**src/rtl/conv3x3_scan_accel.sv**
```systemverilog
// conv3x3_scan_accel: Sobel 3x3 scan over a horizontal patch strip read from SRAM,
// one outstanding read at a time, counting patches whose gradient exceeds a threshold.
module conv3x3_scan_accel #(
    parameter logic [31:0] BASE_ADDR = 32'h1000_0000,
    parameter int PIX_W = 8,
    parameter int STRIDE = 64,
    parameter int MAX_PATCHES = 64,
    localparam int CNT_W = $clog2(MAX_PATCHES + 1),
    localparam int RES_W = PIX_W + 3
) (
    input  logic             clk,
    input  logic             rst,
    input  logic             start,
    input  logic [1:0]       mode,
    input  logic [15:0]      row,
    input  logic [15:0]      col,
    input  logic [CNT_W-1:0] num_patches,
    input  logic [RES_W-1:0] threshold,
    output logic             busy,
    output logic             done,
    output logic [CNT_W-1:0] match_count,
    output logic [RES_W-1:0] last_result,
    output logic             sram_req,
    output logic [31:0]      sram_addr,
    input  logic             sram_gnt,
    input  logic [PIX_W-1:0] sram_rdata,
    input  logic             sram_rvalid
);
    typedef enum logic [2:0] {IDLE, FETCH, WAIT, CALC, DONE} state_t;
    state_t state;
    logic [1:0] mode_r;
    logic [15:0] row_r, col_r;
    logic [CNT_W-1:0] n_r, k;
    logic [RES_W-1:0] thr_r;
    logic [CNT_W:0] fcol;
    logic [1:0] frow;
    logic [PIX_W-1:0] w [3][3];
    logic [PIX_W-1:0] nc [3];
    logic signed [RES_W-1:0] gx, gy;
    logic [RES_W-1:0] ax, ay, res;
    logic [RES_W:0] sum;

    function automatic logic [31:0] addr_f(logic [15:0] r0, logic [15:0] c0, logic [1:0] r, logic [CNT_W:0] c);
        return BASE_ADDR + (32'(r0) + 32'(r)) * 32'(STRIDE) + 32'(c0) + 32'(c);
    endfunction

    function automatic logic signed [RES_W-1:0] sx(logic [PIX_W-1:0] p);
        return $signed({3'b000, p});
    endfunction

    always_comb begin
        gx = (sx(w[0][2]) + (sx(w[1][2]) <<< 1) + sx(w[2][2])) - (sx(w[0][0]) + (sx(w[1][0]) <<< 1) + sx(w[2][0]));
        gy = (sx(w[2][0]) + (sx(w[2][1]) <<< 1) + sx(w[2][2])) - (sx(w[0][0]) + (sx(w[0][1]) <<< 1) + sx(w[0][2]));
        ax = gx[RES_W-1] ? RES_W'(-gx) : RES_W'(gx);
        ay = gy[RES_W-1] ? RES_W'(-gy) : RES_W'(gy);
        sum = {1'b0, ax} + {1'b0, ay};
        res = mode_r == 2'd0 ? ax : mode_r == 2'd1 ? ay : sum[RES_W] ? '1 : sum[RES_W-1:0];
    end

    always_ff @(posedge clk) begin
        if (rst) begin
            state <= IDLE;
            busy <= 1'b0;
            done <= 1'b0;
            sram_req <= 1'b0;
            sram_addr <= '0;
            match_count <= '0;
            last_result <= '0;
            mode_r <= '0;
            row_r <= '0;
            col_r <= '0;
            n_r <= '0;
            thr_r <= '0;
            k <= '0;
            fcol <= '0;
            frow <= '0;
            for (int i = 0; i < 3; i++) begin
                nc[i] <= '0;
                for (int j = 0; j < 3; j++) w[i][j] <= '0;
            end
        end else begin
            case (state)
                IDLE, DONE: if (start) begin
                    mode_r <= mode;
                    row_r <= row;
                    col_r <= col;
                    n_r <= num_patches;
                    thr_r <= threshold;
                    match_count <= '0;
                    k <= '0;
                    fcol <= '0;
                    frow <= '0;
                    done <= num_patches == '0;
                    busy <= num_patches != '0;
                    sram_req <= num_patches != '0;
                    sram_addr <= addr_f(row, col, '0, '0);
                    state <= num_patches == '0 ? DONE : FETCH;
                end
                FETCH: if (sram_gnt) begin
                    sram_req <= 1'b0;
                    state <= WAIT;
                end
                WAIT: if (sram_rvalid) begin
                    if (frow != 2'd2) begin
                        nc[frow] <= sram_rdata;
                        frow <= frow + 2'd1;
                        sram_req <= 1'b1;
                        sram_addr <= addr_f(row_r, col_r, frow + 2'd1, fcol);
                        state <= FETCH;
                    end else begin
                        // column complete: shift the window left, new column enters on the right
                        for (int i = 0; i < 3; i++) begin
                            w[i][0] <= w[i][1];
                            w[i][1] <= w[i][2];
                        end
                        w[0][2] <= nc[0];
                        w[1][2] <= nc[1];
                        w[2][2] <= sram_rdata;
                        frow <= '0;
                        if (fcol == (CNT_W+1)'(k) + (CNT_W+1)'(2)) begin
                            state <= CALC;
                        end else begin
                            fcol <= fcol + (CNT_W+1)'(1);
                            sram_req <= 1'b1;
                            sram_addr <= addr_f(row_r, col_r, '0, fcol + (CNT_W+1)'(1));
                            state <= FETCH;
                        end
                    end
                end
                CALC: begin
                    last_result <= res;
                    if (res > thr_r) match_count <= match_count + CNT_W'(1);
                    if ((CNT_W+1)'(k) + (CNT_W+1)'(1) < (CNT_W+1)'(n_r)) begin
                        k <= k + CNT_W'(1);
                        fcol <= fcol + (CNT_W+1)'(1);
                        sram_req <= 1'b1;
                        sram_addr <= addr_f(row_r, col_r, '0, fcol + (CNT_W+1)'(1));
                        state <= FETCH;
                    end else begin
                        busy <= 1'b0;
                        done <= 1'b1;
                        state <= DONE;
                    end
                end
                default: state <= IDLE;
            endcase
        end
    end
endmodule

```
**config.mk**
```make
export PLATFORM = sky130hd
export DESIGN_NAME = conv3x3_scan_accel
export DESIGN_NICKNAME = d
export VERILOG_FILES = /design/src/rtl/conv3x3_scan_accel.sv
export SDC_FILE = /design/constraint.sdc
export NUM_CORES = 1
export LEC_CHECK = 0
export ABC_AREA = 1
export BUFFER_PORTS_ARGS = -buffer_cell sky130_fd_sc_hd__buf_4
export CORE_MARGIN = 2
export CORE_UTILIZATION = 50
export CTS_CLUSTER_DIAMETER = 100
export DETAILED_ROUTE_END_ITERATION = 8
export GPL_TIMING_DRIVEN = 0
export PLACE_DENSITY_LB_ADDON = 0.1
export SYNTH_ARGS = -nofsm -noshare
export SYNTH_HDL_FRONTEND = slang
export SYNTH_SLANG_ARGS = --single-unit
```
**constraint.sdc**
```tcl
create_clock -name clk -period 8.5 [get_ports clk]
set_clock_uncertainty 0.15 [all_clocks]
set_input_delay 1.7 -clock clk [delete_from_list [all_inputs] [get_ports clk]]
set_output_delay 1.7 -clock clk [all_outputs]
set_load 0.005 [all_outputs]
```
==> results.md <==
Outcome:
- The run finished with clean final reports.

Clocking:
- The CTS tree is built.
- For this design, the CTS-stage hold fixing added 0 buffers.
- The clock net in this run drives a total of 206 sinks.
- Clock tree synthesis inserted a total of 25 buffers.
- CTS built an H-tree with a depth of 1.
- Clock-pin slew was measured on the worst setup and hold paths at 0.06 ns.
- Counting along the longest clock path gives a buffer depth of 3.
- The library cell used as clock root buffer is sky130_fd_sc_hd__clkbuf_16.
- The clock reaches the later pin of the worst-skew pair after 0.54 ns.
- The post-CTS setup buffer count is 0.
- Post-CTS repair changed the size of 0 cells.

Global routing:
- The first-pass GRT wire length is 75500 microns.
- Entering global routing, the biggest net connects 71 pins.
- The number of global-route vias before repair is 14400.
- The total grt overflow is 0.
- In the global route stage, overall resource usage came out at 28.7%.
- The initial antenna violation count is 0.

Worst setup path:
- The arrival time at the worst endpoint is 7.78 ns.
- Of all nets on the critical path, the largest fanout is 9.
- Among all stages on the critical path, the largest delay is contributed by sky130_fd_sc_hd__fa_1.
- The most frequent cell on the critical path is sky130_fd_sc_hd__nand2_1.
- In this run the critical register-to-register path is captured at match_count[3]$_SDFFE_PP0P_.
- The origin of the worst setup path is w[0][67]$_SDFFCE_PN0P_.
- The largest single stage delay on the critical path is 0.57 ns.
- At the worst endpoint, the required time is 8.77 ns.
- The worst setup path is launched from a flip-flop.
- The internal reg-to-reg setup slack is 0.99 ns.
- The kind of end point of the critical path is a flip-flop.
- The startpoint identified for the worst register-to-register timing path is w[0][67]$_SDFFCE_PN0P_.
- The category of the critical setup timing path is reg2reg.
- Counting cells, the worst reg-to-reg path comes to 38.

Final layout:
- The most common cell after layout, fill and taps aside is sky130_fd_sc_hd__inv_1.
- The layout net count is 2623.
- The sequential cells in the finished layout cover a total of 5000 sq um.
- The fraction of final layout cells sized beyond drive strength 1 is 9.20%.
- The top cell types in the final layout, fill and taps aside, are 398 x sky130_fd_sc_hd__inv_1, 397 x sky130_fd_sc_hd__nand2_1, 302 x sky130_fd_sc_hd__nor2_1.
- At the end of the flow the core is filled with cells to 57.3%.
- The filler cells instantiated in the layout total 3160.
- Summing all multi-input logic gate instances after layout gives 9480 sq um.
- From synthesis to final layout, the design area changed by 13.6%.
- The number of antenna diodes is 0.

STA:
- In the finished design, the share of the clock period the worst path needs comes to 88.3%.
- Setup repair after global routing left no endpoint under its margin.
- The number of failing hold endpoints at the final stage is 0.
- The final max-slew violation count is 0.
- For the final routed database, the setup TNS stands at 0 ns.
- Final hold analysis gives a worst-case slack of 0.302 ns.
- The final critical delay including setup and external delays is 7.51 ns.
- The slew at the pin closest to its max-slew limit is 0.935 ns.
- In the post-route analysis, the smallest setup slack over all paths is 0.991 ns.
- The worst slew slack as a fraction of its limit is 37.6%.
- Setup violations remaining at the end of the flow were counted as 0.
- Static timing analysis puts the maximum clock frequency at 0.133 GHz.

Run:
- The tool flagged a number of max-cap violations equal to 0.

Logic synthesis:
- Of all flip-flops after synthesis, the portion carrying an async set or reset was 0%.
- The number of cells produced by synthesis is 2211.
- The mean instance size in the synthesized netlist is 7.37 sq um.
- The post-synthesis cell area is 16300 sq um.
- The netlist uses 55 different library cells.
- The Yosys step of the flow raised 0 warnings.
- Synthesis inferred 206 register bits.
- Of the synthesized area, sequential elements account for 30.7%.
- Yosys mapped a number of flops with a built-in enable equal to 88.
- The most instantiated flip-flop cell in the synthesis netlist is sky130_fd_sc_hd__dfxtp_1.

Drt:
- Dividing the detail-routed via count by the number of cells gives 5.26.
- The number of DRC violations after detailed routing is 0.
- The mean routed wirelength per cell is 17.0 microns.
- For this block, the via count after detailed routing is 14800.
- After the first detailed-routing iteration, the DRC count stood at 1009.
- The total length of routed wires is 47700 microns.
- The first TritonRoute pass finished after 6 iterations.
- The count of nets left with antenna violations after detail routing is 0.

Placement:
- The count of input and output buffers is 108.
- The setup slack at placement is 1.03 ns.
- The HPWL after detailed placement is 38200 microns.
- The placer congestion estimate is 0.931.

Floorplanning:
- During I/O placement, the number of pins put on the boundary was 118.
- After floorplanning, the core was sized to cover 32300 sq um.
- The number of placement rows is 66.
- The overall die area is 34000 sq um.
- The initial core utilization is 50.5%.
- From left edge to right edge, the die measures 185 microns.
- The die height is 185 microns.

Power and ir drop:
- The power per standard cell area is 299 nW/um^2.
- The static leakage is 0.00913 uW.
- The largest voltage drop on the vdd net is 0.000246 V.

Worst hold path:
- The worst hold path depth is 2.
- The hold path startpoint is sram_addr[23]$_SDFFE_PP0P_.
- The path with the worst hold slack has its endpoint at sram_addr[23]$_SDFFE_PP0P_.
- The class of the worst hold path is reg2reg.
-- logic make-up (layout without fill, tap and decap cells) --
family / Yosys count / count (layout) / share of synthesized area, %
flops: 206 / 206 / 30.7
fa+ha+maj: 205 / 205 / 19.0
compound gates: 344 / 344 / 11.5
simple gates: 939 / 939 / 24.7
buf+inv: 464 / 617 / 11.3
xor+xnor: 52 / 52 / 2.80
other cells: 1 / 7 / 0.0230
-- flip-flops by register name, summed over array words and instances, names as in the netlist --
signal       flops
sram_req         1
done             1
row_r           16
col_r           16
thr_r           11
state            3
n_r              7
frow             2
busy             1
w               72
mode_r           2
sram_addr       25
k                7
nc              16
fcol             8
match_count      7
last_result     11
-- critical path: cells and delay by family (launching register included) --
| family | cells | cell delay (ns) |
|---|---|---|
| adder cells (fa/ha/maj) | 6 | 2.61 |
| AND/OR/NAND/NOR | 17 | 2.50 |
| AO/OA/AOI/OAI | 8 | 1.11 |
| buffers and inverters | 7 | 0.58 |
| flip-flops | 1 | 0.41 |
-- layout make-up --
type | count | share of cell area, %
multi-input cells | 1547 | 51.2
flip-flops and latches | 206 | 27.0
inverters | 408 | 8.33
repair buffers | 109 | 4.53
clock buffers | 34 | 3.83
well taps | 442 | 2.99
plain buffers | 56 | 1.60
clock inverters | 10 | 0.473
-- per-stage QoR --
step	cell area, sq um	instances	total power (uW)
after floorplan	16300	2217	3590
final	18500	2812	5540
after global routing	18500	2812	6070
after global placement	17700	2767	4450
after CTS	18500	2812	5540
after detailed placement	17700	2768	4470
-- synthesized netlist by cell type (8+ instances only) --
| master | number | share of area (%) |
|---|---|---|
| sky130_fd_sc_hd__inv_1 | 398 | 9.2 |
| sky130_fd_sc_hd__nand2_1 | 398 | 9.2 |
| sky130_fd_sc_hd__nor2_1 | 302 | 7.0 |
| sky130_fd_sc_hd__a21oi_1 | 146 | 4.5 |
| sky130_fd_sc_hd__nand3_1 | 146 | 4.5 |
| sky130_fd_sc_hd__ha_1 | 134 | 10 |
| sky130_fd_sc_hd__o21ai_0 | 124 | 3.8 |
| sky130_fd_sc_hd__dfxtp_1 | 118 | 14 |
| sky130_fd_sc_hd__edfxtp_1 | 88 | 16 |
| sky130_fd_sc_hd__fa_1 | 71 | 8.7 |
| sky130_fd_sc_hd__clkbuf_1 | 36 | 0.83 |
| sky130_fd_sc_hd__xor2_1 | 35 | 1.9 |
| sky130_fd_sc_hd__nand4_1 | 27 | 1.0 |
| sky130_fd_sc_hd__o21ai_1 | 20 | 0.61 |
| sky130_fd_sc_hd__nor3_1 | 17 | 0.52 |
| sky130_fd_sc_hd__xnor2_1 | 17 | 0.91 |
| sky130_fd_sc_hd__o21bai_1 | 10 | 0.46 |
| sky130_fd_sc_hd__buf_4 | 9 | 0.41 |
| sky130_fd_sc_hd__nand3b_1 | 9 | 0.41 |
| sky130_fd_sc_hd__or2_2 | 9 | 0.35 |
| sky130_fd_sc_hd__a31oi_1 | 8 | 0.31 |
-- worst max path at each step --
stage          slack [ns]  cells past startpoint                          end
3_3_place_gp         1.05                     38  match_count[3]$_SDFFE_PP0P_
2_1_floorplan        2.10                     39  match_count[3]$_SDFFE_PP0P_
6_report             0.99                     38  match_count[3]$_SDFFE_PP0P_
4_1_cts              0.98                     38  match_count[3]$_SDFFE_PP0P_
3_5_place_dp         1.03                     38  match_count[3]$_SDFFE_PP0P_
5_1_grt              0.21                     38  match_count[3]$_SDFFE_PP0P_
-- power breakdown --
part           switching (uW)  internal [uW]
registers                93.3           1150
logic                    2100           1150
clock network             430            614
-- metal layers --
layer,vias up,GRT usage [%],share of wire (%)
li1,7367,-,-
met1,6940,35.9,41
met2,410,52.0,50
met3,76,2.92,5.9
met4,0,8.86,3.1
met5,-,0,0
No activity file was read; power rests on OpenSTA's default activity.
